===== src/rtl/rom_fetch_sequencer.sv =====
// rom_fetch_sequencer
// Program counter and fetch controller for the 28-bit-instruction ROM.
// Drives the ROM address from the PC and samples the combinational ROM word.
// JMP and NOP are executed locally. Every other opcode is issued to the
// execute stage. After a BLE is issued, fetch waits until execute resolves it.
//
// Handshake: oValid marks oInstruction/oPC as meaningful. A word is accepted
// on a rising edge where oValid & !iStall. Until then, the issued word is held
// stable. slot_free = !oValid | !iStall means the output register may be
// overwritten at this edge.
module rom_fetch_sequencer #(
    parameter int              ADDR_W    = 16,
    parameter int              INSN_W    = 28,
    parameter logic [ADDR_W-1:0] RESET_PC = '0,
    parameter bit              NOP_DELAY = 1'b1,
    parameter logic [3:0]      OP_NOP    = 4'd0,
    parameter logic [3:0]      OP_BLE    = 4'd2,
    parameter logic [3:0]      OP_JMP    = 4'd5
) (
    input  logic              Clock,
    input  logic              Reset,
    input  logic              iEnable,
    input  logic [INSN_W-1:0] iInstruction,
    output logic [ADDR_W-1:0] oAddress,
    output logic [INSN_W-1:0] oInstruction,
    output logic              oValid,
    input  logic              iStall,
    input  logic              iBranchValid,
    input  logic              iBranchTaken,
    output logic [ADDR_W-1:0] oPC,
    output logic [1:0]        oState
);

    typedef enum logic [1:0] {
        S_IDLE   = 2'd0,
        S_ISSUE  = 2'd1,
        S_DELAY  = 2'd2,
        S_BRANCH = 2'd3
    } state_t;

    state_t            state;
    logic [ADDR_W-1:0] pc;
    logic [ADDR_W-1:0] pc_q;
    logic [INSN_W-1:0] insn_q;
    logic              valid_q;
    logic [23:0]       cnt;
    logic [7:0]        target;

    logic              slot_free;
    logic [3:0]        opcode;
    logic [7:0]        field_a;
    logic [23:0]       imm24;
    logic [ADDR_W-1:0] pc_inc;

    // Decode fields of the ROM word currently addressed by the PC.
    assign opcode    = iInstruction[27:24];
    assign field_a   = iInstruction[23:16];
    assign imm24     = iInstruction[23:0];
    assign slot_free = !valid_q || !iStall;
    // PC arithmetic wraps naturally modulo 2^ADDR_W.
    assign pc_inc    = pc + ADDR_W'(1);

    // Fetch/issue FSM. All outputs are registered here.
    always_ff @(posedge Clock or negedge Reset) begin
        if (!Reset) begin
            state   <= S_IDLE;
            pc      <= RESET_PC;
            pc_q    <= '0;
            insn_q  <= '0;
            valid_q <= 1'b0;
            cnt     <= '0;
            target  <= '0;
        end else begin
            case (state)
                S_IDLE: begin
                    if (iEnable) state <= S_ISSUE;
                end
                S_ISSUE: begin
                    if (slot_free) begin
                        if (!iEnable) begin
                            valid_q <= 1'b0;
                            state   <= S_IDLE;
                        end else if (opcode == OP_JMP) begin
                            // Jump costs one bubble and is never seen by execute.
                            valid_q <= 1'b0;
                            pc      <= {{(ADDR_W-8){1'b0}}, field_a};
                        end else if (opcode == OP_NOP) begin
                            valid_q <= 1'b0;
                            pc      <= pc_inc;
                            if (NOP_DELAY && (imm24 != 24'd0)) begin
                                cnt   <= imm24;
                                state <= S_DELAY;
                            end
                        end else begin
                            insn_q  <= iInstruction;
                            pc_q    <= pc;
                            valid_q <= 1'b1;
                            pc      <= pc_inc;
                            if (opcode == OP_BLE) begin
                                target <= field_a;
                                state  <= S_BRANCH;
                            end
                        end
                    end
                end
                S_DELAY: begin
                    // The NOP edge is the first bubble. DELAY then lasts imm24 cycles.
                    cnt <= cnt - 24'd1;
                    if (cnt <= 24'd1) state <= S_ISSUE;
                end
                S_BRANCH: begin
                    // Retire the issued BLE before listening for its resolution.
                    if (valid_q) begin
                        if (!iStall) valid_q <= 1'b0;
                    end else if (iBranchValid) begin
                        if (iBranchTaken) pc <= {{(ADDR_W-8){1'b0}}, target};
                        state <= S_ISSUE;
                    end
                end
                default: state <= S_IDLE;
            endcase
        end
    end

    assign oAddress     = pc;
    assign oInstruction = insn_q;
    assign oValid       = valid_q;
    assign oPC          = pc_q;
    assign oState       = state;

endmodule

===== config.mk =====
export PLATFORM = sky130hd
export DESIGN_NAME = rom_fetch_sequencer
export DESIGN_NICKNAME = d
export VERILOG_FILES = /design/src/rtl/rom_fetch_sequencer.sv
export SDC_FILE = /design/constraint.sdc
export NUM_CORES = 1
export LEC_CHECK = 0
export ABC_AREA = 1
export CORE_ASPECT_RATIO = 1.2
export CORE_UTILIZATION = 55
export DETAILED_ROUTE_END_ITERATION = 10
export DONT_BUFFER_PORTS = 1
export HOLD_SLACK_MARGIN = 0.1
export PLACE_DENSITY_LB_ADDON = 0.2
export SLEW_MARGIN = 20
export SYNTH_ARGS = -nofsm -noshare
export SYNTH_HDL_FRONTEND = slang
export SYNTH_SLANG_ARGS = --single-unit
export TNS_END_PERCENT = 100

===== constraint.sdc =====
create_clock -name Clock -period 2.4 [get_ports Clock]
set_input_delay 0.48 -clock Clock [delete_from_list [all_inputs] [get_ports Clock]]
set_output_delay 0.48 -clock Clock [all_outputs]
set_load 0.02 [all_outputs]

**Yosys cells after proc, flatten, opt, wreduce, memory -nomap -nowiden**

Cells that the tools add are included.

- Bits in registers: 95
- Input port bits: 34

- Add/subtract/negate cells: 2
- Order comparisons: 1
- Eq/ne operators: 18
- Multiplexer cells: 31
- Bitwise logic cells: 2
- Reductions and logical operators: 14

Operators with widths:

| operator | count |
|---|---|
| $mux 24 | 5 |
| $mux 16 | 6 |
| $pmux 24 s2 | 1 |
| $pmux 16 s2 | 1 |
| $le 24x1->1 const B | 1 |
| $reduce_bool 24->1 | 1 |
| $sub 24x1->24 const B | 1 |
| $mux 2 | 10 |
| $ne 2x2->1 const B | 10 |
| $reduce_and 6->1 | 3 |
| $add 16x1->16 const B | 1 |
| $ne 4x4->1 const B | 2 |
| $pmux 2 s4 | 1 |
| $reduce_and 8->1 | 1 |
| $mux 1 | 6 |
| $reduce_and 5->1 | 1 |
| $eq 2x2->1 const B | 2 |
| $eq 4x2->1 const B | 1 |
| $eq 4x3->1 const B | 1 |
| $logic_not 4->1 | 1 |
| $reduce_bool 2->1 | 2 |
| $ne 3x3->1 const B | 1 |
| $eq 2x1->1 const B | 1 |
| $logic_not 1->1 | 2 |
| 5 further kinds | 6 |

**Longest topological paths before layout**

Gate-level depths: netlist of run 1.

- Depth in word-level cells: 7
- Gate-level depth with buffers: 11
- Depth with buffers taken out: 11

**Worst setup path after synthesis of run 1**

Ideal clock, no wire load.

- Kind: register to register
- From: register state[0], in the netlist oState[0]
- To: register pc_q[14], in the netlist oPC[14]
- Library setup time: 0.120 ns
- Data arrival time: 1.415 ns
- Required time: 2.280 ns
- Slack: 0.865 ns
- Cell stages (with the launch flop): 11
- Path buffers: 3
- Period minus slack after synthesis: 1.535 ns
- Cells stage by stage: dfrtp_1 buf_4 nand3_4 inv_2 nand2_2 inv_2 nand3_2 buf_6 buf_6 nand2_1 o21ai_2

- Word-level cells in the longest chain between the ends: 2

Ends and longest elaborated chain:

| what | RTL line | text |
|---|---|---|
| start, declared | 41 | `state_t state;` |
| start signal, assigned | 66 | `state <= S_IDLE;` |
| start signal, assigned | 76 | `if (iEnable) state <= S_ISSUE;` |
| start signal, assigned | 82 | `state <= S_IDLE;` |
| $eq 2x1->1 | 74 | `case (state)` |
| $reduce_and 5->1 (no line) | n/a |  |
| end signal, assigned | 96 | `pc_q <= pc;` |
| end, declared | 43 | `logic [ADDR_W-1:0] pc_q;` |

Every way passes these cells.
A chain may end at the register's enable or synchronous reset.

**Worst setup path after layout of run 1**

- From: register state[0], in the netlist oState[0]
- To: register pc[11], in the netlist oAddress[11]

- Word-level cells in the longest chain between the ends: 3
- Elaborated cells on any way between the ends: 10
- Classes of those cells: 7 x eq/ne; 1 x mux; 2 x reduce/logical

Ends and longest elaborated chain:

| what | RTL line | text |
|---|---|---|
| $eq 2x2->1 / $eq 2x1->1 (equally long branches) | 74 |  |
| $ne 2x2->1 (no line) / $reduce_bool 2->1 (equally long branches) | n/a |  |
| $reduce_and 6->1 (no line) | n/a |  |
| end signal, assigned | 86 | `pc <= {{(ADDR_W-8){1'b0}}, field_a};` |
| end signal, assigned | 89 | `pc <= pc_inc;` |
| end signal, assigned | 98 | `pc <= pc_inc;` |
| end, declared | 42 | `logic [ADDR_W-1:0] pc;` |

Parallel ways exist; a longest one is shown, timed or not.

==> summary.md, run 1 <==
| Metric | Value |
|---|---|
| P&R area growth vs syn | 4.75% |
| Worst R2R Setup Slack | 350 ps |
| Final WL | about 13000 um |
| Minimum clock period | approximately 2100 ps |
| Failing checks | negative hold slack |
| DP Wirelength | 9800 um |
| Netlist cell types | 33 |
| Critical path endpoint category | flip-flop |
| Critical Path Start | oState[0] |
| Wire length per cell | around 16 um |
| Mux cell area share after synthesis | 0 |
| Global-route wire length before repair | 21300 um |
| Area of the multi-input gates | 2330 um2 |
| Row cnt | 38 |
| CP Data Required Time | roughly 2700 ps |
| Pwr/cell area | about 1300 nW/um2 |
| Mapped Cells | 700 |
| Final nets | roughly 730 |
| Syn_nets | 737 |
| Max incr delay on CP | a little under 600 ps |
| Post-Layout Cell Count | a little over 800 |
| GPL Wtd Cong | 0.912 |
| Static Leak | between 2 and 3 nW |
| Crit Path Max Fanout | 15 |
| Adder-cell share of the synthesized area | 0.00727 |
| Core ar. | 9080 um2 |
| Final hold violations | 95 |
| XOR/XNOR Fraction of Synth Area | 0.0102 |
| Total track usage | 0.279 |
| Slew Viols, Final | 0 |
| DR vias/cell | 5.53 |
| Maxcap violations | 0 |
| CTS tree | yes |
| Tightest Pin Transition | around 420 ps |
| Initial antenna violation count | 0 |
| Critical path buffer and inverter count | 2 |
| CTS Sinks | 95 |
| Slowest cell on crit path | dfrtp_1 |
| Placed Cells | ~800 |
| Antenna cells | 0 |
| Layout cells sized above 1 | 0.0686 |
| Worst-path cell chain | nand2_2, inv_2, nand2_1, nand2_1, nand2_2, inv_2, nand2_1, and3_1 |
| Initial Util | 0.569 |
| Clock tree buffer depth | 2 |
| Peak supply drop | ~0.68 mV |
| Crit share post-route | 0.856 |
| Die Wd | about 90 um |
| Startpoint types | flip-flop |
| Gr ovfl total | 0 |
| Mapped Area | around 5200 um2 |
| Largest net degree at the start of global routing | 96 |
| I/O Buffers | 0 |
| Drt pass-1 iters | 4 |
| Clock slew at reported path FFs | ~90 ps |
| Most frequent cells in the layout | nand2_1, dfrtp_1, nand3_1, nor2_1, inv_1 |
| Cell family with most CP delay | simple AND/OR/NAND/NOR gates |
| Slew HR | 0.719 |
| Ys Warns | 0 |
| Synth Register Bits | 95 |
| Via count | 4533 |
| Max Clock Freq | 487 MHz |
| Worst-Skew Late Latency | approximately 370 ps |
| CP endpoint | oAddress[11] |
| Simple-gate share of the synthesized area | 0.333 |
| Num ports | 97 |
| Die ar. | a little under 10000 um2 |
| Crit path arrival time | 2320 ps |
| Commonest non-fill, non-tap cell in the layout | nand2_1 |
| RSZ-0062 raised after global routing | false |
| Setup total negative slack | 0 ps |
| Root Driver | clkbuf_8 |
| Number of global-route vias before repair | between 4000 and 5000 |
| Final setup viols | 0 |
| Largest family of logic cells by synthesized area | simple AND/OR/NAND/NOR gates |
| Drt drc | 0 |
| CP dominant cell by count | nand2_1 |
| Crit Path Class | flip-flop to flip-flop |
| FF+latch area | between 2000 and 2500 um2 |
| DRT iter0 DRCs | about 260 |
| Worst reg2reg path depth | 8 |
| H-tree depth | 3 |
| Worst hold path class | input pin to async pin |
| Post-synthesis compound-gate area fraction | 0.101 |
| Syn_area_per_cell | between 7 and 8 um2 |
| Seq/Total Area, Yosys | 0.460 |
| CTS buffer count | 9 |
| Status | finished with violations |
| Critical path depth | 8 |
| Clock skew | 8.38 ps |
| Reg2reg start | oState[0] |
| Fin Hold WS | -215 ps |
| Die Ht | ~110 um |
| Filler instances | 830 |
| Reg2reg end | oAddress[11] |
| Post-DRT Antenna Nets | 0 |
-- synth_stat cells, drive strengths merged --
cell type	number	area (um2)
a22oi	2	15.0
dfrtp	95	2380
nand3	80	423
and2	1	6.26
and3	1	6.26
nand4	9	56.3
a21oi	11	55.1
nand2	227	862
clkbuf	2	7.51
buf	21	169
o22ai	3	18.8
nor2	75	299
ha	3	37.5
nor3	10	55.1
o211ai	2	15.0
inv	75	282
o21bai	1	7.51
xor2	6	52.6
or2	2	12.5
o21ai	74	408
-- worst reg2reg max path, stage by stage (launching register included) --
cell and delay, ps:
dfrtp_1 590, nand2_2 240, inv_2 200, nand2_1 70, nand2_1 80, nand2_2 170, inv_2 270, nand2_1 140
and3_1 200
-- logic make-up (layout without fill, tap and decap cells) --
logic type                 after synthesis  after routing
and+or+nand+nor                        405            405
buffers and inverters                   98             98
DFF                                     95             95
AOI/OAI and AO/OA                       93             93
xor gates and xnor gates                 6              6
adders and majority gates                3              3
-- final cells by class --
cell class                      instances  share of cell area
Timing Repair Buffer                    7              0.0120
Clock inverter                          3              0.0125
Clock buffer                           13              0.0257
Inverter                               75              0.0520
Sequential cell                        95               0.439
Multi-Input combinational cell        507               0.431
Tap cell                              120              0.0278
-- power by group --
| group | switching (mW) | leakage [nW] | internal (mW) | total, mW |
|---|---|---|---|---|
| registers | 1.16 | 1.20 | 2.27 | 3.43 |
| logic | 1.46 | 1.39 | 0.786 | 2.25 |
| clock network | 0.565 | 0.0978 | 0.590 | 1.15 |
| total | 3.19 | 2.69 | 3.65 | 6.83 |
-- sequential cells by signal, indices dropped and copies added (netlist names) --
signal / count
oValid: 1
oAddress: 16
oPC: 16
oInstruction: 28
cnt: 24
oState: 2
target: 8
-- metrics by stage --
step / util / hold slack, ps / total power, mW / setup slack, ps / area (um2)
floorplan: - / 184 / 5.14 / 865 / 5160
CTS: 0.596 / -221 / 6.84 / 359 / 5410
global route: 0.596 / -235 / 7.33 / 176 / 5410
detailed placement: 0.573 / 187 / 5.68 / 380 / 5200
finish: 0.596 / -215 / 6.83 / 346 / 5410
global placement: 0.573 / 186 / 5.59 / 498 / 5200
-- timing repair --
action,CTS,global route
endpoints found under the hold margin,95,95
setup buffers,0,0
resized for setup,0,0
setup endpoints to repair,0,0
-- layer usage --
layer  part of all wire  global-route usage  vias to the layer above
met2               0.52               0.492                      126
met3              0.051              0.0640                       35
met5                  0                   0                        -
met4              0.035               0.136                        0
li1                   -                   -                     2228
met1               0.40               0.320                     2144
-- how the worst min path moves through the flow --
stage              to  slack (ps)  depth (start not counted)
2_1_floorplan  cnt[0]         180                          0
3_3_place_gp   cnt[5]         190                          0
3_5_place_dp   cnt[5]         190                          0
4_1_cts        cnt[1]        -220                          0
5_1_grt        cnt[5]        -230                          0
6_report       cnt[5]        -210                          0
Note: power is estimated with default switching activity, not from simulation.
==> run 2, diff against run 1 <==
--- a/config.mk
+++ b/config.mk
@@ -10,6 +10,7 @@
 export CORE_UTILIZATION = 55
 export DETAILED_ROUTE_END_ITERATION = 10
 export DONT_BUFFER_PORTS = 1
+export GPL_ROUTABILITY_DRIVEN = 1
 export HOLD_SLACK_MARGIN = 0.1
 export PLACE_DENSITY_LB_ADDON = 0.2
 export SLEW_MARGIN = 20
==> results of run 2 <==
Same layout as run 1: the final DEF is identical, and so are final timing and power.
